## src/rtl/fpu_pipe.sv

```systemverilog
// Parametrised 1/EXP_W/MAN_W floating-point unit: addf, subf, mulf, itof, ftoi.
// Latency: 3 cycles from in-transfer to out_valid, throughput 1/cycle; holds up to 3 ops.
// Backpressure: stages stall back from out_ready; in_ready = !s1_valid || stage 1 advancing.
module fpu_pipe #(
  parameter int EXP_W = 8,
  parameter int MAN_W = 7,
  parameter int TAG_W = 4
) (
  input  logic                 clk,
  input  logic                 reset,
  input  logic                 in_valid,
  output logic                 in_ready,
  input  logic [2:0]           in_op,
  input  logic [EXP_W+MAN_W:0] in_a,
  input  logic [EXP_W+MAN_W:0] in_b,
  input  logic [TAG_W-1:0]     in_tag,
  output logic                 out_valid,
  input  logic                 out_ready,
  output logic [EXP_W+MAN_W:0] out_data,
  output logic [TAG_W-1:0]     out_tag,
  output logic                 out_zero,
  output logic                 out_ovf,
  output logic                 out_unf
);

  localparam int W    = 1 + EXP_W + MAN_W;
  localparam int BIAS = (1 << (EXP_W - 1)) - 1;
  localparam int MW   = MAN_W + 1;             // mantissa with hidden one
  localparam int PW   = 2 * MW;                // full product width
  localparam int NW   = (PW > W) ? PW : W;     // common normalisation width
  localparam int EW   = EXP_W + 8;             // signed working exponent width
  localparam int LZW  = $clog2(NW + 1);
  localparam logic [EW-1:0] EMAX = EW'((1 << EXP_W) - 1);

  localparam logic [2:0] OP_ADD  = 3'd0;
  localparam logic [2:0] OP_SUB  = 3'd1;
  localparam logic [2:0] OP_MUL  = 3'd2;
  localparam logic [2:0] OP_ITOF = 3'd3;
  localparam logic [2:0] OP_FTOI = 3'd4;

  // Leading-zero count over the common normalisation width.
  function automatic logic [LZW-1:0] lzc(input logic [NW-1:0] v);
    logic [LZW-1:0] n;
    logic           found;
    n     = '0;
    found = 1'b0;
    for (int i = NW - 1; i >= 0; i--) begin
      if (!found) begin
        if (v[i]) found = 1'b1;
        else      n = n + LZW'(1);
      end
    end
    return n;
  endfunction

  // Pipeline state
  logic            s1_valid, s2_valid;
  logic [2:0]      s1_op, s2_op;
  logic [TAG_W-1:0] s1_tag, s2_tag;
  logic            s1_sign, s2_sign;
  logic [EXP_W-1:0] s1_ea, s1_eb;
  logic [MW-1:0]   s1_ma, s1_mb;
  logic            s1_sub;
  logic [W-1:0]    s1_int;
  logic [EW-1:0]   s1_ue;
  logic            s1_fz;
  logic [NW-1:0]   s2_m;
  logic [EW-1:0]   s2_e;
  logic [W-1:0]    s2_int;
  logic            s2_sat;

  logic adv1, adv2;

  // Stage k moves on when its successor is empty or itself moving.
  assign adv2     = !out_valid || out_ready;
  assign adv1     = !s2_valid || adv2;
  assign in_ready = !s1_valid || adv1;

  // ---------------- Stage 1: unpack / align ----------------
  logic            a_sign, b_sign, a_big;
  logic [EXP_W-1:0] a_exp, b_exp;
  logic [MW-1:0]   a_man, b_man;
  logic            n1_sign, n1_sub, n1_fz;
  logic [EXP_W-1:0] n1_ea, n1_eb;
  logic [MW-1:0]   n1_ma, n1_mb;
  logic [W-1:0]    n1_int;
  logic [EW-1:0]   n1_ue;

  // Split operands (denormals flush to zero), order add operands by magnitude.
  always_comb begin
    a_sign  = in_a[W-1];
    a_exp   = in_a[W-2 -: EXP_W];
    a_man   = (a_exp == '0) ? '0 : {1'b1, in_a[MAN_W-1:0]};
    b_sign  = in_b[W-1] ^ (in_op == OP_SUB);
    b_exp   = in_b[W-2 -: EXP_W];
    b_man   = (b_exp == '0) ? '0 : {1'b1, in_b[MAN_W-1:0]};
    a_big   = {a_exp, a_man} >= {b_exp, b_man};
    n1_sign = 1'b0;
    n1_sub  = 1'b0;
    n1_fz   = 1'b0;
    n1_ea   = '0;
    n1_eb   = '0;
    n1_ma   = '0;
    n1_mb   = '0;
    n1_int  = '0;
    n1_ue   = '0;
    case (in_op)
      OP_ADD, OP_SUB: begin
        // Shifting past MAN_W+1 places empties the smaller mantissa entirely.
        n1_sub = a_sign ^ b_sign;
        if (a_big) begin
          n1_sign = a_sign;
          n1_ea   = a_exp;
          n1_ma   = a_man;
          n1_mb   = b_man >> (a_exp - b_exp);
        end else begin
          n1_sign = b_sign;
          n1_ea   = b_exp;
          n1_ma   = b_man;
          n1_mb   = a_man >> (b_exp - a_exp);
        end
      end
      OP_MUL: begin
        n1_sign = a_sign ^ b_sign;
        n1_ea   = a_exp;
        n1_eb   = b_exp;
        n1_ma   = a_man;
        n1_mb   = b_man;
      end
      OP_ITOF: begin
        // W-bit unsigned magnitude covers the most-negative integer as 2^(W-1).
        n1_sign = in_b[W-1];
        n1_int  = in_b[W-1] ? -in_b : in_b;
      end
      OP_FTOI: begin
        n1_sign = in_b[W-1];
        n1_ma   = b_man;
        n1_fz   = (b_exp == '0);
        n1_ue   = EW'(b_exp) - EW'(BIAS);
      end
      default: ;
    endcase
  end

  // Stage 1 register: loads whenever the unit can accept.
  always_ff @(posedge clk) begin
    if (!reset) begin
      s1_valid <= 1'b0;
    end else if (in_ready) begin
      s1_valid <= in_valid;
      if (in_valid) begin
        s1_op   <= in_op;
        s1_tag  <= in_tag;
        s1_sign <= n1_sign;
        s1_sub  <= n1_sub;
        s1_fz   <= n1_fz;
        s1_ea   <= n1_ea;
        s1_eb   <= n1_eb;
        s1_ma   <= n1_ma;
        s1_mb   <= n1_mb;
        s1_int  <= n1_int;
        s1_ue   <= n1_ue;
      end
    end
  end

  // ---------------- Stage 2: compute ----------------
  // Float results leave here as a left-aligned NW-bit mantissa whose MSB has
  // biased exponent n2_e; stage 3 only needs to normalise and pack.
  logic [MW:0]     sum;
  logic [PW-1:0]   prod;
  logic [NW-1:0]   ext;
  logic [LZW-1:0]  lz2;
  logic [NW-1:0]   n2_m;
  logic [EW-1:0]   n2_e;
  logic [W-1:0]    n2_int;
  logic            n2_sat;

  // Magnitude add/sub, product, integer normalise and float-to-int shift.
  always_comb begin
    sum    = '0;
    prod   = '0;
    ext    = '0;
    lz2    = '0;
    n2_m   = '0;
    n2_e   = '0;
    n2_int = '0;
    n2_sat = 1'b0;
    case (s1_op)
      OP_ADD, OP_SUB: begin
        sum  = s1_sub ? ({1'b0, s1_ma} - {1'b0, s1_mb}) : ({1'b0, s1_ma} + {1'b0, s1_mb});
        n2_m = NW'(sum) << (NW - MW - 1);
        n2_e = EW'(s1_ea) + EW'(1);
      end
      OP_MUL: begin
        prod = PW'(s1_ma) * PW'(s1_mb);
        n2_m = NW'(prod) << (NW - PW);
        n2_e = EW'(s1_ea) + EW'(s1_eb) - EW'(BIAS) + EW'(1);
      end
      OP_ITOF: begin
        ext  = NW'(s1_int) << (NW - W);
        lz2  = lzc(ext);
        n2_m = ext << lz2;
        n2_e = EW'(BIAS + W - 1) - EW'(lz2);
      end
      OP_FTOI: begin
        if (s1_fz || s1_ue[EW-1])         n2_int = '0;
        else if (s1_ue >= EW'(W - 1))     n2_sat = 1'b1;
        else if (s1_ue >= EW'(MAN_W))     n2_int = W'(s1_ma) << (s1_ue - EW'(MAN_W));
        else                              n2_int = W'(s1_ma) >> (EW'(MAN_W) - s1_ue);
      end
      default: ;
    endcase
  end

  // Stage 2 register: advances when the output stage can take it.
  always_ff @(posedge clk) begin
    if (!reset) begin
      s2_valid <= 1'b0;
    end else if (adv1) begin
      s2_valid <= s1_valid;
      if (s1_valid) begin
        s2_op   <= s1_op;
        s2_tag  <= s1_tag;
        s2_sign <= s1_sign;
        s2_m    <= n2_m;
        s2_e    <= n2_e;
        s2_int  <= n2_int;
        s2_sat  <= n2_sat;
      end
    end
  end

  // ---------------- Stage 3: normalise / pack ----------------
  logic [LZW-1:0]  lz3;
  logic [EW-1:0]   e3;
  logic [MAN_W-1:0] man3;
  logic [W-1:0]    n3_data;
  logic            n3_zero, n3_ovf, n3_unf;

  // Truncating normalise with overflow/underflow clamps; integer sign/saturate.
  always_comb begin
    lz3     = lzc(s2_m);
    e3      = s2_e - EW'(lz3);
    man3    = MAN_W'((s2_m << lz3) >> (NW - 1 - MAN_W));
    n3_data = '0;
    n3_zero = 1'b0;
    n3_ovf  = 1'b0;
    n3_unf  = 1'b0;
    case (s2_op)
      OP_ADD, OP_SUB, OP_MUL, OP_ITOF: begin
        if (s2_m == '0) begin
          n3_data = '0;
        end else if (!e3[EW-1] && (e3 >= EMAX)) begin
          n3_data = {s2_sign, {EXP_W{1'b1}}, {MAN_W{1'b0}}};
          n3_ovf  = 1'b1;
        end else if (e3[EW-1] || (e3 == '0)) begin
          n3_data = '0;
          n3_unf  = 1'b1;
        end else begin
          n3_data = {s2_sign, e3[EXP_W-1:0], man3};
        end
        n3_zero = (n3_data[W-2 -: EXP_W] == '0);
      end
      OP_FTOI: begin
        if (s2_sat) begin
          n3_data = s2_sign ? {1'b1, {(W-1){1'b0}}} : {1'b0, {(W-1){1'b1}}};
          n3_ovf  = 1'b1;
        end else begin
          n3_data = s2_sign ? -s2_int : s2_int;
        end
        n3_zero = (n3_data == '0);
      end
      default: begin
        n3_data = '0;
        n3_ovf  = 1'b1;
        n3_zero = 1'b1;
      end
    endcase
  end

  // Output register: holds while out_valid && !out_ready.
  always_ff @(posedge clk) begin
    if (!reset) begin
      out_valid <= 1'b0;
      out_data  <= '0;
      out_tag   <= '0;
      out_zero  <= 1'b0;
      out_ovf   <= 1'b0;
      out_unf   <= 1'b0;
    end else if (adv2) begin
      out_valid <= s2_valid;
      if (s2_valid) begin
        out_data <= n3_data;
        out_tag  <= s2_tag;
        out_zero <= n3_zero;
        out_ovf  <= n3_ovf;
        out_unf  <= n3_unf;
      end
    end
  end

endmodule

```

## config.mk

```make
export PLATFORM = sky130hd
export DESIGN_NAME = fpu_pipe
export DESIGN_NICKNAME = d
export VERILOG_FILES = /design/src/rtl/fpu_pipe.sv
export SDC_FILE = /design/constraint.sdc
export NUM_CORES = 1
export LEC_CHECK = 0
export BUFFER_PORTS_ARGS = -buffer_cell sky130_fd_sc_hd__buf_2
export CAP_MARGIN = 20
export CORE_MARGIN = 5
export CORE_UTILIZATION = 55
export CTS_BUF_LIST = sky130_fd_sc_hd__clkbuf_8
export CTS_CLUSTER_SIZE = 28
export DETAILED_ROUTE_END_ITERATION = 6
export GPL_ROUTABILITY_DRIVEN = 0
export PLACE_DENSITY = 0.69
export SYNTH_ARGS = -nofsm -noshare
export SYNTH_HDL_FRONTEND = slang
export SYNTH_SLANG_ARGS = --single-unit
export TNS_END_PERCENT = 50
```

## constraint.sdc

```tcl
create_clock -name clk -period 15.8 [get_ports clk]
set_input_delay 1.58 -clock clk [delete_from_list [all_inputs] [get_ports clk]]
set_output_delay 1.58 -clock clk [all_outputs]
set_load 0.02 [all_outputs]
```

==> results of run 1 <==
[logic make-up after synthesis]
group           Yosys count  synth area share (%)
xor+xnor                145                  8.19
simple gates            731                  21.7
flops                   145                  25.3
buf+inv                 256                  6.03
mux                      75                  4.93
fa+ha+maj               168                  14.8
compound gates          475                  19.0
[routing by layer]
layer	part of all wire (%)	vias up	track usage, %	routed length (µm)
met1	45	6646	33.9	18600
met3	5.3	84	3.02	2210
li1	-	7028	-	-
met5	0	-	0	0
met2	46	493	40.4	19000
met4	4.0	0	10.1	1670
[state kept, by name (all words and copies together), names as in the netlist, 8 cells and up]
name	count
s2_int	16
s1_int	16
s2_e	11
s2_m	16
s1_eb	8
s1_mb	8
s1_ea	8
s1_ue	9
s1_ma	8
out_data	16
[metrics by stage]
step	total power, mW	cells	util, %	setup WS (ps)	area, µm²
6_report	1.60	2384	59.1	3260	17100
5_1_grt	1.75	2384	59.1	2000	17100
4_1_cts	1.61	2384	59.1	3420	17100
3_5_place_dp	1.32	2352	57.7	3450	16700
3_3_place_gp	1.30	2352	57.7	3930	16700
2_1_floorplan	1.12	1995	-	4280	16200
[final cells by class]
cell class | count | area (µm²)
well taps | 384 | 480
clock buffers | 17 | 234
clock inverters | 15 | 151
repair buffers | 74 | 388
multi-input cells | 1594 | 11200
inverters | 155 | 582
flip-flops and latches | 145 | 4090
fillers | 2671 | 11800
[power breakdown]
group	switching (mW)	internal [mW]	total, mW
Sequential	0.0315	0.437	0.468
Combinational	0.482	0.360	0.843
Clock	0.156	0.130	0.286
[worst min path at each step]
stage,start,endpoint,slack [ps],cells past startpoint
3_3_place_gp,s1_tag[3],s2_tag[3],410,0
3_5_place_dp,s1_tag[1],s2_tag[1],410,0
5_1_grt,s1_tag[1],s2_tag[1],440,0
2_1_floorplan,s1_sign,s2_sign,400,0
4_1_cts,s1_tag[1],s2_tag[1],430,0
6_report,s1_tag[0],s2_tag[0],430,0
[worst reg2reg max path: cells and delay by family, from the launching register on]
family / cells / cell delay [ps]
AND/OR/NAND/NOR: 24 / 3170
AO/OA/AOI/OAI: 16 / 2800
flip-flops: 1 / 450
adder cells (fa/ha/maj): 14 / 4150
multiplexers: 5 / 770
buffers and inverters: 3 / 320
XOR/XNOR: 2 / 810
[placed cells by master, fill, tap and decap left out, types with 14 or more instances in the layout]
| cell | count |
|---|---|
| xnor2_1 | 94 |
| a22oi_1 | 19 |
| nor2_1 | 222 |
| o22ai_1 | 14 |
| a31oi_1 | 17 |
| ha_1 | 125 |
| inv_1 | 154 |
| a32o_1 | 17 |
| xor2_1 | 46 |
| or3_1 | 18 |
| clkbuf_8 | 17 |
| nor3_1 | 46 |
| a211oi_1 | 17 |
| o21ai_0 | 86 |
| a21o_1 | 25 |
| nand3_1 | 40 |
| and2_1 | 72 |
| and3_1 | 19 |
| a21oi_1 | 152 |
| edfxtp_1 | 119 |
| nand2_1 | 182 |
| dfxtp_1 | 26 |
| nor2b_1 | 38 |
| buf_2 | 67 |
| mux2i_1 | 65 |
| fa_1 | 41 |
| nand2b_1 | 35 |
==> impl_results.html, run 1 <==
<table>
<tr><th>Metric</th><th>Value</th></tr>
<tr><th colspan="2">Worst setup path</th></tr>
<tr><td>Maximum net fanout on the critical path</td><td>14</td></tr>
<tr><td>Worst reg2reg path endpoint</td><td>out_data[3]</td></tr>
<tr><td>Destination of the critical timing path</td><td>out_data[3]</td></tr>
<tr><td>Logic depth of the worst register-to-register path</td><td>64</td></tr>
<tr><td>Capturing element type of the critical path</td><td>flip-flop</td></tr>
<tr><td>Critical Path Slowest Stage Cell</td><td>xor2_1</td></tr>
<tr><td>Most frequent cell on the critical path</td><td>ha_1</td></tr>
<tr><td>Data required time of the worst path</td><td>roughly 16000 ps</td></tr>
<tr><td>Reg2reg start</td><td>s2_m[14]</td></tr>
<tr><td>Gate family responsible for the most delay along the worst path</td><td>adder cells</td></tr>
<tr><td>Crit path buf inv count</td><td>3</td></tr>
<tr><td>Sort of element at the start of the critical path</td><td>flip-flop</td></tr>
<tr><td>Data arrival time of the critical path</td><td>between 10000 and 15000 ps</td></tr>
<tr><td>Class of the most critical setup path</td><td>flip-flop to flip-flop</td></tr>
<tr><td>Slowest cell delay on critical path</td><td>670 ps</td></tr>
<tr><td>Crit path depth</td><td>64</td></tr>
<tr><td>CP Launch Point</td><td>s2_m[14]</td></tr>
<tr><td>R2R setup slack</td><td>between 3000 and 4000 ps</td></tr>
<tr><th colspan="2">Logic synthesis</th></tr>
<tr><td>Post-synthesis instance total</td><td>1995</td></tr>
<tr><td>EDFF count, synth</td><td>119</td></tr>
<tr><td>Number of nets produced by synthesis</td><td>2204</td></tr>
<tr><td>Most numerous cell types in the synthesized netlist</td><td>nor2_1, nand2_1, inv_1, a21oi_1, ha_1</td></tr>
<tr><td>Share of flip-flops with an asynchronous set or reset after synthesis</td><td>0%</td></tr>
<tr><td>Cell accounting for the most synthesized area</td><td>edfxtp_1</td></tr>
<tr><td>Distinct cells, synth</td><td>85</td></tr>
<tr><td>Share of Yosys cell area claimed by the top area cell type</td><td>about 22%</td></tr>
<tr><td>Post-synthesis register bit count</td><td>roughly 150</td></tr>
<tr><td>YS warnings</td><td>0</td></tr>
<tr><td>Cell with the most instances after synthesis</td><td>nor2_1</td></tr>
<tr><td>Total standard cell area after synthesis</td><td>roughly 0.016 mm²</td></tr>
<tr><td>Sequential element share of the synthesized area</td><td>~25%</td></tr>
<tr><td>Biggest area contributors in the synthesized netlist</td><td>edfxtp_1, ha_1, nor2_1</td></tr>
<tr><td>Primary FF master, synth</td><td>edfxtp_1</td></tr>
<tr><td>Mean instance size in the synthesized netlist</td><td>between 8 and 9 µm²</td></tr>
<tr><th colspan="2">Routing</th></tr>
<tr><td>DRC errors left</td><td>0</td></tr>
<tr><td>Drt wl/cell</td><td>roughly 17 µm</td></tr>
<tr><td>Wirelength, routed</td><td>about 42000 µm</td></tr>
<tr><td>Iteration-0 DRC Markers</td><td>around 1100</td></tr>
<tr><td>Antenna viol nets, final</td><td>0</td></tr>
<tr><td>DR vias/cell</td><td>around 6</td></tr>
<tr><td>Drt pass-1 iters</td><td>5</td></tr>
<tr><td>Via total after detailed routing</td><td>around 14000</td></tr>
<tr><th colspan="2">Global route</th></tr>
<tr><td>All-Layer GR Usage</td><td>around 25%</td></tr>
<tr><td>Number of antenna violations at the first check in global routing</td><td>0</td></tr>
<tr><td>Global route total overflow</td><td>0</td></tr>
<tr><td>Via count of the first global-routing pass</td><td>~14000</td></tr>
<tr><td>Maximum number of pins on one net before global-route repair</td><td>a little under 70</td></tr>
<tr><td>First-pass GRT wire length</td><td>68600 µm</td></tr>
<tr><th colspan="2">Final layout</th></tr>
<tr><td>Fraction of layout cells with a size suffix above 1</td><td>6.95%</td></tr>
<tr><td>NumNets Final</td><td>between 2000 and 2500</td></tr>
<tr><td>Area overhead of the layout relative to synthesis</td><td>5.40%</td></tr>
<tr><td>Diodes inserted</td><td>0</td></tr>
<tr><th colspan="2">Clock network</th></tr>
<tr><td>CTS tree</td><td>built</td></tr>
<tr><td>Htree depth</td><td>4</td></tr>
<tr><td>Maximum clock path buffer count</td><td>2</td></tr>
<tr><td>Clock latency on the worst-skew pair</td><td>450 ps</td></tr>
<tr><td>Post-CTS clock slew at the launch and capture registers of the worst setup and hold paths</td><td>roughly 90 ps</td></tr>
<tr><td>Buffers inserted by post-CTS timing repair</td><td>0</td></tr>
<tr><td>CTS Hold Buffers Added</td><td>0</td></tr>
<tr><td># resized after CTS</td><td>0</td></tr>
<tr><td>Clock sink count</td><td>145</td></tr>
<tr><td>Clock buffer count from CTS</td><td>17</td></tr>
<tr><td>CTS Root Buffer Type</td><td>clkbuf_8</td></tr>
<tr><th colspan="2">Timing</th></tr>
<tr><td>Worst hold margin</td><td>around 430 ps</td></tr>
<tr><td>Final Hold Violating Endpoints</td><td>0</td></tr>
<tr><td>Max-slew violations</td><td>0</td></tr>
<tr><td>Number of endpoints failing setup at the final stage</td><td>0</td></tr>
<tr><td>Sum of negative setup slack</td><td>0 ps</td></tr>
<tr><td>Highest clock frequency the design can meet</td><td>79.7 MHz</td></tr>
<tr><td>Setup repair after global routing missed its margin</td><td>false</td></tr>
<tr><td>Final Cycle Share</td><td>about four fifths</td></tr>
<tr><td>Final worst clock skew</td><td>between 15 and 20 ps</td></tr>
<tr><td>Transition time of the tightest slew-check pin</td><td>between 1000 and 1500 ps</td></tr>
<tr><td>Final critical delay including setup and external delays</td><td>roughly 13000 ps</td></tr>
<tr><td>Relative slew margins</td><td>26.8%</td></tr>
<tr><th colspan="2">Power</th></tr>
<tr><td>Areal power density over the cells</td><td>between 90 and 100 mW/mm²</td></tr>
<tr><td>Leakage power total</td><td>~7 nW</td></tr>
<tr><td>Peak supply drop</td><td>approximately 0.10 mV</td></tr>
<tr><th colspan="2">Floorplanning</th></tr>
<tr><td>Placement Rows</td><td>between 60 and 70</td></tr>
<tr><td>Overall die height</td><td>between 150 and 200 µm</td></tr>
<tr><td>Area inside the core boundary</td><td>0.0289 mm²</td></tr>
<tr><td>Chip width</td><td>182 µm</td></tr>
<tr><td>Initial Util</td><td>around 56%</td></tr>
<tr><td>Die Outline Area</td><td>0.0330 mm²</td></tr>
<tr><td>I/O Pins</td><td>68</td></tr>
<tr><th colspan="2">Status</th></tr>
<tr><td>Run status</td><td>finished, final reports clean</td></tr>
<tr><th colspan="2">Run</th></tr>
<tr><td>Max-Cap Viols</td><td>0</td></tr>
<tr><th colspan="2">Placement</th></tr>
<tr><td>Detailed placement HPWL</td><td>around 33000 µm</td></tr>
<tr><td>Total of buffers placed on input and output ports</td><td>67</td></tr>
<tr><th colspan="2">Hold path</th></tr>
<tr><td>Path type of the worst min-delay path</td><td>flip-flop to flip-flop</td></tr>
</table>
Note: power is estimated with default switching activity, not from simulation.
==> inputs of run 2 (changes only) <==
Clock period 15.8 ns to 12.65 ns, I/O delays scaled along.
==> run 2 against run 1 <==
Against the previous run:
- clock power rose by 19%
- fmax up 6.6%
- largest power group unchanged
- critical path type unchanged
- worst setup slack got worse by 2400 ps
==> impl_results.html, run 2 (same netlist as run 1, synthesis figures left out) <==
<table>
<tr><th>Metric</th><th>Value</th></tr>
<tr><th colspan="2">Routing</th></tr>
<tr><td>DR vias/cell</td><td>6.05 (+1.2%)</td></tr>
<tr><td>Via total after detailed routing</td><td>14500 (+2.0%)</td></tr>
<tr><td>Antenna viol nets, final</td><td>0 (unchanged)</td></tr>
<tr><td>Drt pass-1 iters</td><td>7 (+2)</td></tr>
<tr><td>DRC errors left</td><td>0 (unchanged)</td></tr>
<tr><td>Iteration-0 DRC Markers</td><td>1228 (+15%)</td></tr>
<tr><td>Wirelength, routed</td><td>42200 µm (+1.5%)</td></tr>
<tr><td>Drt wl/cell</td><td>17.6 µm (+0.78%)</td></tr>
<tr><th colspan="2">Global route</th></tr>
<tr><td>Number of antenna violations at the first check in global routing</td><td>0 (unchanged)</td></tr>
<tr><td>All-Layer GR Usage</td><td>25.0% (+0.11 points)</td></tr>
<tr><td>Via count of the first global-routing pass</td><td>13800 (+1.2%)</td></tr>
<tr><td>Maximum number of pins on one net before global-route repair</td><td>68 (unchanged)</td></tr>
<tr><td>Global route total overflow</td><td>0 (unchanged)</td></tr>
<tr><td>First-pass GRT wire length</td><td>68900 µm (+0.45%)</td></tr>
<tr><th colspan="2">Clock network</th></tr>
<tr><td>Htree depth</td><td>4 (unchanged)</td></tr>
<tr><td>Clock buffer count from CTS</td><td>17 (unchanged)</td></tr>
<tr><td>CTS tree</td><td>built</td></tr>
<tr><td>Clock latency on the worst-skew pair</td><td>470 ps (+20 ps)</td></tr>
<tr><td>Clock sink count</td><td>145 (unchanged)</td></tr>
<tr><td>CTS Hold Buffers Added</td><td>0 (unchanged)</td></tr>
<tr><td>Maximum clock path buffer count</td><td>2 (unchanged)</td></tr>
<tr><td>Post-CTS clock slew at the launch and capture registers of the worst setup and hold paths</td><td>90 ps (about the same)</td></tr>
<tr><td>CTS Root Buffer Type</td><td>clkbuf_8</td></tr>
<tr><th colspan="2">Timing</th></tr>
<tr><td>Number of endpoints failing setup at the final stage</td><td>0 (unchanged)</td></tr>
<tr><td>Sum of negative setup slack</td><td>0 ps (unchanged)</td></tr>
<tr><td>Final critical delay including setup and external delays</td><td>11770 ps (-777 ps)</td></tr>
<tr><td>Transition time of the tightest slew-check pin</td><td>1110 ps (+16.2 ps)</td></tr>
<tr><td>Relative slew margins</td><td>25.7% (-1.1 points)</td></tr>
<tr><td>Highest clock frequency the design can meet</td><td>85.0 MHz (+6.6%)</td></tr>
<tr><td>Final setup slack of the worst path</td><td>885 ps (-2370 ps)</td></tr>
<tr><td>Final Hold Violating Endpoints</td><td>0 (unchanged)</td></tr>
<tr><td>Max-slew violations</td><td>0 (unchanged)</td></tr>
<tr><td>Final worst clock skew</td><td>25.4 ps (+8.19 ps)</td></tr>
<tr><td>Final Cycle Share</td><td>93.0% (+14 points)</td></tr>
<tr><th colspan="2">Run</th></tr>
<tr><td>Max-Cap Viols</td><td>0 (unchanged)</td></tr>
<tr><th colspan="2">Final layout</th></tr>
<tr><td>Diodes inserted</td><td>0 (unchanged)</td></tr>
<tr><td>Most frequent cells in the layout</td><td>nor2_1, nand2_1, inv_1, a21oi_1, ha_1</td></tr>
<tr><td>NumNets Final</td><td>2214 (+0.82%)</td></tr>
<tr><td>Number of filler cells placed in the layout</td><td>2638 (-1.2%)</td></tr>
<tr><td>Fraction of layout cells with a size suffix above 1</td><td>7.93% (+0.98 points)</td></tr>
<tr><td>Area overhead of the layout relative to synthesis</td><td>6.24%</td></tr>
<tr><td>Share of the core filled with cells</td><td>59.5% (+0.47 points)</td></tr>
<tr><td>Most common cell after layout, fill and taps aside</td><td>nor2_1</td></tr>
<tr><td>Combined area of the multi-input logic cells</td><td>0.0112 mm² (+0.28%)</td></tr>
<tr><td>Total area of sequential cells</td><td>0.00409 mm² (unchanged)</td></tr>
<tr><th colspan="2">Worst setup path</th></tr>
<tr><td>Crit path buf inv count</td><td>4 (+1)</td></tr>
<tr><td>Logic depth of the worst register-to-register path</td><td>65 (+1.6%)</td></tr>
<tr><td>CP Launch Point</td><td>s2_m[14]</td></tr>
<tr><td>Reg2reg start</td><td>s2_m[14]</td></tr>
<tr><td>Maximum net fanout on the critical path</td><td>7 (-7)</td></tr>
<tr><td>Critical Path Slowest Stage Cell</td><td>edfxtp_1</td></tr>
<tr><td>Data required time of the worst path</td><td>12990 ps (-3150 ps)</td></tr>
<tr><td>Capturing element type of the critical path</td><td>flip-flop</td></tr>
<tr><td>R2R setup slack</td><td>880 ps (-2370 ps)</td></tr>
<tr><td>Data arrival time of the critical path</td><td>12110 ps (-770 ps)</td></tr>
<tr><td>Crit path depth</td><td>65 (+1.6%)</td></tr>
<tr><td>Class of the most critical setup path</td><td>flip-flop to flip-flop</td></tr>
<tr><td>Slowest cell delay on critical path</td><td>490 ps (-180 ps)</td></tr>
<tr><td>Destination of the critical timing path</td><td>out_data[4]</td></tr>
<tr><td>Most frequent cell on the critical path</td><td>ha_1</td></tr>
<tr><td>Sort of element at the start of the critical path</td><td>flip-flop</td></tr>
<tr><td>Gate family responsible for the most delay along the worst path</td><td>adder cells</td></tr>
<tr><td>Worst reg2reg path endpoint</td><td>out_data[4]</td></tr>
<tr><th colspan="2">Power</th></tr>
<tr><td>Leakage power total</td><td>7.24 nW (+1.1%)</td></tr>
<tr><td>Total power draw</td><td>1.99 mW (+25%)</td></tr>
<tr><td>Areal power density over the cells</td><td>116 mW/mm² (+24%)</td></tr>
<tr><td>Peak supply drop</td><td>0.124 mV (+20%)</td></tr>
<tr><th colspan="2">Floorplanning</th></tr>
<tr><td>Initial Util</td><td>56.0% (unchanged)</td></tr>
<tr><td>Area inside the core boundary</td><td>0.0289 mm² (unchanged)</td></tr>
<tr><td>Chip width</td><td>182 µm (unchanged)</td></tr>
<tr><td>Placement Rows</td><td>62 (unchanged)</td></tr>
<tr><td>I/O Pins</td><td>68 (unchanged)</td></tr>
<tr><td>Overall die height</td><td>182 µm (unchanged)</td></tr>
<tr><td>Die Outline Area</td><td>0.0330 mm² (unchanged)</td></tr>
<tr><th colspan="2">Placement</th></tr>
<tr><td>DP Worst Slack</td><td>364 ps (-3090 ps)</td></tr>
<tr><td>Detailed placement HPWL</td><td>33200 µm (+0.69%)</td></tr>
<tr><td>Total of buffers placed on input and output ports</td><td>67 (unchanged)</td></tr>
<tr><th colspan="2">Hold path</th></tr>
<tr><td>Path type of the worst min-delay path</td><td>flip-flop to flip-flop</td></tr>
<tr><td>Startpoint of the tightest hold check path</td><td>s1_tag[3]</td></tr>
<tr><th colspan="2">Status</th></tr>
<tr><td>Run status</td><td>finished, final reports clean</td></tr>
</table>
## run 2: timing repair
item	CTS	global route
gates resized for setup	0	11
endpoints found under the setup margin	0	19
buffers inserted	0	13
## run 2: how the worst min path moves through the flow
stage | slack (ps) | to | depth (start not counted)
finish | 420 | s2_tag[3] | 0
global route | 440 | s2_tag[2] | 0
CTS | 420 | s2_tag[3] | 0
detailed placement | 410 | s2_tag[0] | 0
global placement | 400 | s2_tag[3] | 0
floorplan | 400 | s2_sign | 0
## run 2: routing by layer
| metal | global-route usage [%] | part of all wire, % |
|---|---|---|
| met1 | 33.3 | 44 |
| met2 | 41.8 | 47 |
| met3 | 3.14 | 5.7 |
| met4 | 9.46 | 3.5 |
| met5 | 0 | 0 |
## run 2: report_power, final
group	leakage [nW]	switching (mW)	internal, mW
Clock	0.180	0.187	0.153
Combinational	5.71	0.604	0.461
Sequential	1.35	0.0395	0.545
Total	7.24	0.831	1.16
## run 2: cell type report
type                    count  share of cell area (%)
flip-flops and latches    145                    23.8
repair buffers             92                    3.04
well taps                 384                    2.79
clock inverters            15                   0.697
multi-input cells        1594                    65.0
clock buffers              17                    1.36
inverters                 155                    3.38
## run 2: stage by stage
step,cells,instance area [µm²],hold WS (ps)
after floorplan,1995,16200,400
after global placement,2356,16700,405
after detailed placement,2356,16700,406
after CTS,2388,17100,424
after global routing,2402,17200,437
final,2402,17200,419
==> inputs of run 3 (changes only) <==
Settings changed: PLACE_DENSITY 0.69 to 0.72.
==> run 3 against run 2 <==
Against the previous run:
- clock power increased by 13%
- global-route usage about the same
- via count decreased by 0.30%
- sequential cell count unchanged
- power increased by 2.3%
- routed wire length increased by 0.23%
- critical path depth unchanged
- worst setup slack got worse by 63 ps
- non-clock buffer count increased by 1
- combinational power about the same
- critical endpoint is now out_data[1]
- highest routed layer unchanged
==> impl_results.html, run 3 (same netlist as run 1, synthesis figures left out) <==
<table>
<tr><th>Metric</th><th>Value</th></tr>
<tr><th colspan="2">Global route</th></tr>
<tr><td>First-pass GRT wire length</td><td>69000 µm (+0.13%)</td></tr>
<tr><td>Via count of the first global-routing pass</td><td>13700 (-0.74%)</td></tr>
<tr><td>All-Layer GR Usage</td><td>25.0% (+0.026 points)</td></tr>
<tr><td>Maximum number of pins on one net before global-route repair</td><td>68 (unchanged)</td></tr>
<tr><td>Number of antenna violations at the first check in global routing</td><td>0 (unchanged)</td></tr>
<tr><td>Global route total overflow</td><td>0 (unchanged)</td></tr>
<tr><th colspan="2">Worst setup path</th></tr>
<tr><td>Sort of element at the start of the critical path</td><td>flip-flop</td></tr>
<tr><td>Slowest cell delay on critical path</td><td>470 ps (-20 ps)</td></tr>
<tr><td>Data required time of the worst path</td><td>12990 ps (about the same)</td></tr>
<tr><td>Maximum net fanout on the critical path</td><td>7 (unchanged)</td></tr>
<tr><td>Most frequent cell on the critical path</td><td>ha_1</td></tr>
<tr><td>Critical Path Slowest Stage Cell</td><td>edfxtp_1</td></tr>
<tr><td>Capturing element type of the critical path</td><td>flip-flop</td></tr>
<tr><td>Class of the most critical setup path</td><td>flip-flop to flip-flop</td></tr>
<tr><td>Data arrival time of the critical path</td><td>12160 ps (+50 ps)</td></tr>
<tr><th colspan="2">Power</th></tr>
<tr><td>Areal power density over the cells</td><td>118 mW/mm² (+1.8%)</td></tr>
<tr><td>Total power draw</td><td>2.04 mW (+2.3%)</td></tr>
<tr><td>Peak supply drop</td><td>0.102 mV (-17%)</td></tr>
<tr><td>Leakage power total</td><td>7.29 nW (+0.67%)</td></tr>
<tr><th colspan="2">Routing</th></tr>
<tr><td>Drt pass-1 iters</td><td>7 (unchanged)</td></tr>
<tr><td>DR vias/cell</td><td>6.03 (-0.34%)</td></tr>
<tr><td>Antenna viol nets, final</td><td>0 (unchanged)</td></tr>
<tr><td>Wirelength, routed</td><td>42300 µm (+0.23%)</td></tr>
<tr><td>Drt wl/cell</td><td>17.6 µm (+0.19%)</td></tr>
<tr><td>Iteration-0 DRC Markers</td><td>1292 (+5.2%)</td></tr>
<tr><td>Via total after detailed routing</td><td>14500 (-0.30%)</td></tr>
<tr><td>DRC errors left</td><td>0 (unchanged)</td></tr>
<tr><th colspan="2">Final layout</th></tr>
<tr><td>NumNets Final</td><td>2215 (+0.045%)</td></tr>
<tr><td>Combined area of the multi-input logic cells</td><td>0.0112 mm² (+0.19%)</td></tr>
<tr><td>Number of filler cells placed in the layout</td><td>2552 (-3.3%)</td></tr>
<tr><td>Most common cell after layout, fill and taps aside</td><td>nor2_1</td></tr>
<tr><td>Diodes inserted</td><td>0 (unchanged)</td></tr>
<tr><td>Area overhead of the layout relative to synthesis</td><td>6.80%</td></tr>
<tr><td>Final std cell area, no fill</td><td>0.0173 mm² (+0.52%)</td></tr>
<tr><td>Total area of sequential cells</td><td>0.00409 mm² (unchanged)</td></tr>
<tr><td>Most frequent cells in the layout</td><td>nor2_1, nand2_1, inv_1, a21oi_1, ha_1</td></tr>
<tr><td>Fraction of layout cells with a size suffix above 1</td><td>8.32% (+0.39 points)</td></tr>
<tr><th colspan="2">Clock network</th></tr>
<tr><td>Post-CTS clock slew at the launch and capture registers of the worst setup and hold paths</td><td>90 ps (about the same)</td></tr>
<tr><td>Clock latency on the worst-skew pair</td><td>450 ps (-20 ps)</td></tr>
<tr><td>Clock sink count</td><td>145 (unchanged)</td></tr>
<tr><td>CTS Root Buffer Type</td><td>clkbuf_8</td></tr>
<tr><td>Htree depth</td><td>4 (unchanged)</td></tr>
<tr><td>CTS tree</td><td>built</td></tr>
<tr><td>Maximum clock path buffer count</td><td>2 (unchanged)</td></tr>
<tr><td>Clock buffer count from CTS</td><td>17 (unchanged)</td></tr>
<tr><th colspan="2">Floorplanning</th></tr>
<tr><td>Die Outline Area</td><td>0.0330 mm² (unchanged)</td></tr>
<tr><td>Initial Util</td><td>56.0% (unchanged)</td></tr>
<tr><td>Area inside the core boundary</td><td>0.0289 mm² (unchanged)</td></tr>
<tr><td>Overall die height</td><td>182 µm (unchanged)</td></tr>
<tr><td>I/O Pins</td><td>68 (unchanged)</td></tr>
<tr><td>Chip width</td><td>182 µm (unchanged)</td></tr>
<tr><td>Placement Rows</td><td>62 (unchanged)</td></tr>
<tr><th colspan="2">Placement</th></tr>
<tr><td>Total of buffers placed on input and output ports</td><td>67 (unchanged)</td></tr>
<tr><td>Detailed placement HPWL</td><td>33100 µm (-0.48%)</td></tr>
<tr><td>Post-DP Area</td><td>0.0167 mm² (about the same)</td></tr>
<tr><th colspan="2">Timing</th></tr>
<tr><td>Max-slew violations</td><td>0 (unchanged)</td></tr>
<tr><td>Final Cycle Share</td><td>93.5% (+0.50 points)</td></tr>
<tr><td>Final critical delay including setup and external delays</td><td>11830 ps (+62.9 ps)</td></tr>
<tr><td>Highest clock frequency the design can meet</td><td>84.5 MHz (-0.53%)</td></tr>
<tr><td>Relative slew margins</td><td>30.0% (+4.3 points)</td></tr>
<tr><td>Final worst clock skew</td><td>12.4 ps (-13.0 ps)</td></tr>
<tr><td>Number of endpoints failing setup at the final stage</td><td>0 (unchanged)</td></tr>
<tr><td>Final Hold Violating Endpoints</td><td>0 (unchanged)</td></tr>
<tr><td>Transition time of the tightest slew-check pin</td><td>1040 ps (-64.0 ps)</td></tr>
<tr><th colspan="2">Status</th></tr>
<tr><td>Run status</td><td>finished, final reports clean</td></tr>
<tr><th colspan="2">Run</th></tr>
<tr><td>Max-Cap Viols</td><td>0 (unchanged)</td></tr>
<tr><th colspan="2">Hold path</th></tr>
<tr><td>Path type of the worst min-delay path</td><td>flip-flop to flip-flop</td></tr>
</table>
## run 3: changes by cell type in the layout (fill, tap and decap cells not counted), moves of 2 or more
cell        previous run  this run
nand2_1              182       180
nand2_2                0         2
clkinvlp_4             4         0
bufinv_16              1         3
clkinv_4               1         4
inv_4                  0         3
inv_1                157       155
## run 3: cell type report
cell class              instances  share of cell area (%)
clock buffers                  17                    1.35
clock inverters                15                    1.05
inverters                     155                    3.36
multi-input cells            1594                    64.7
flip-flops and latches        145                    23.6
well taps                     384                    2.78
repair buffers                 93                    3.07
## run 3: timing repair
item,in CTS,in global routing
endpoints found under the setup margin,0,19
setup buffers,0,13
gates resized for setup,0,16
hold buffers,0,0
## run 3: stage by stage
step           setup WS [ps]  TNS, ps  hold WS (ps)  cells  util (%)
2_1_floorplan           1130        0           400   1995         -
3_3_place_gp             977        0           401   2357      57.8
5_1_grt                 -145    -1070           420   2403      59.8
3_5_place_dp             350        0           407   2357      57.8
6_report                 822        0           419   2403      59.8
4_1_cts                  305        0           419   2389      59.3
## run 3: critical path: cells and delay by family (launching register included)
family	cells	cell delay, ps
AOI/OAI and AO/OA	20	3220
adders and majority gates	14	4170
buffers and inverters	4	400
DFF	1	470
muxes	5	780
and+or+nand+nor	22	2650
## run 3: final timing paths
path / from / cells after the start / endpoint / slack [ps]
setup / recovery: s2_m[14] / 65 / out_data[1] / 820
hold / removal: s1_tag[3] / 0 / s2_tag[3] / 420
setup reg to reg: s2_m[14] / 65 / out_data[1] / 820
hold reg to reg: s1_tag[3] / 0 / s2_tag[3] / 420
## run 3: report_power, final
group | internal [mW] | leakage (nW) | switching [mW]
sequential | 0.545 | 1.35 | 0.0395
combinational | 0.462 | 5.72 | 0.605
clock | 0.198 | 0.219 | 0.187
total | 1.21 | 7.29 | 0.832
## run 3: routing by layer
metal,routed length [µm],up-vias,global-route usage (%)
li1,-,7083,-
met1,18400,6758,33.5
met2,19800,566,41.7
met3,2610,87,3.20
met4,1490,0,9.16
met5,0,-,0
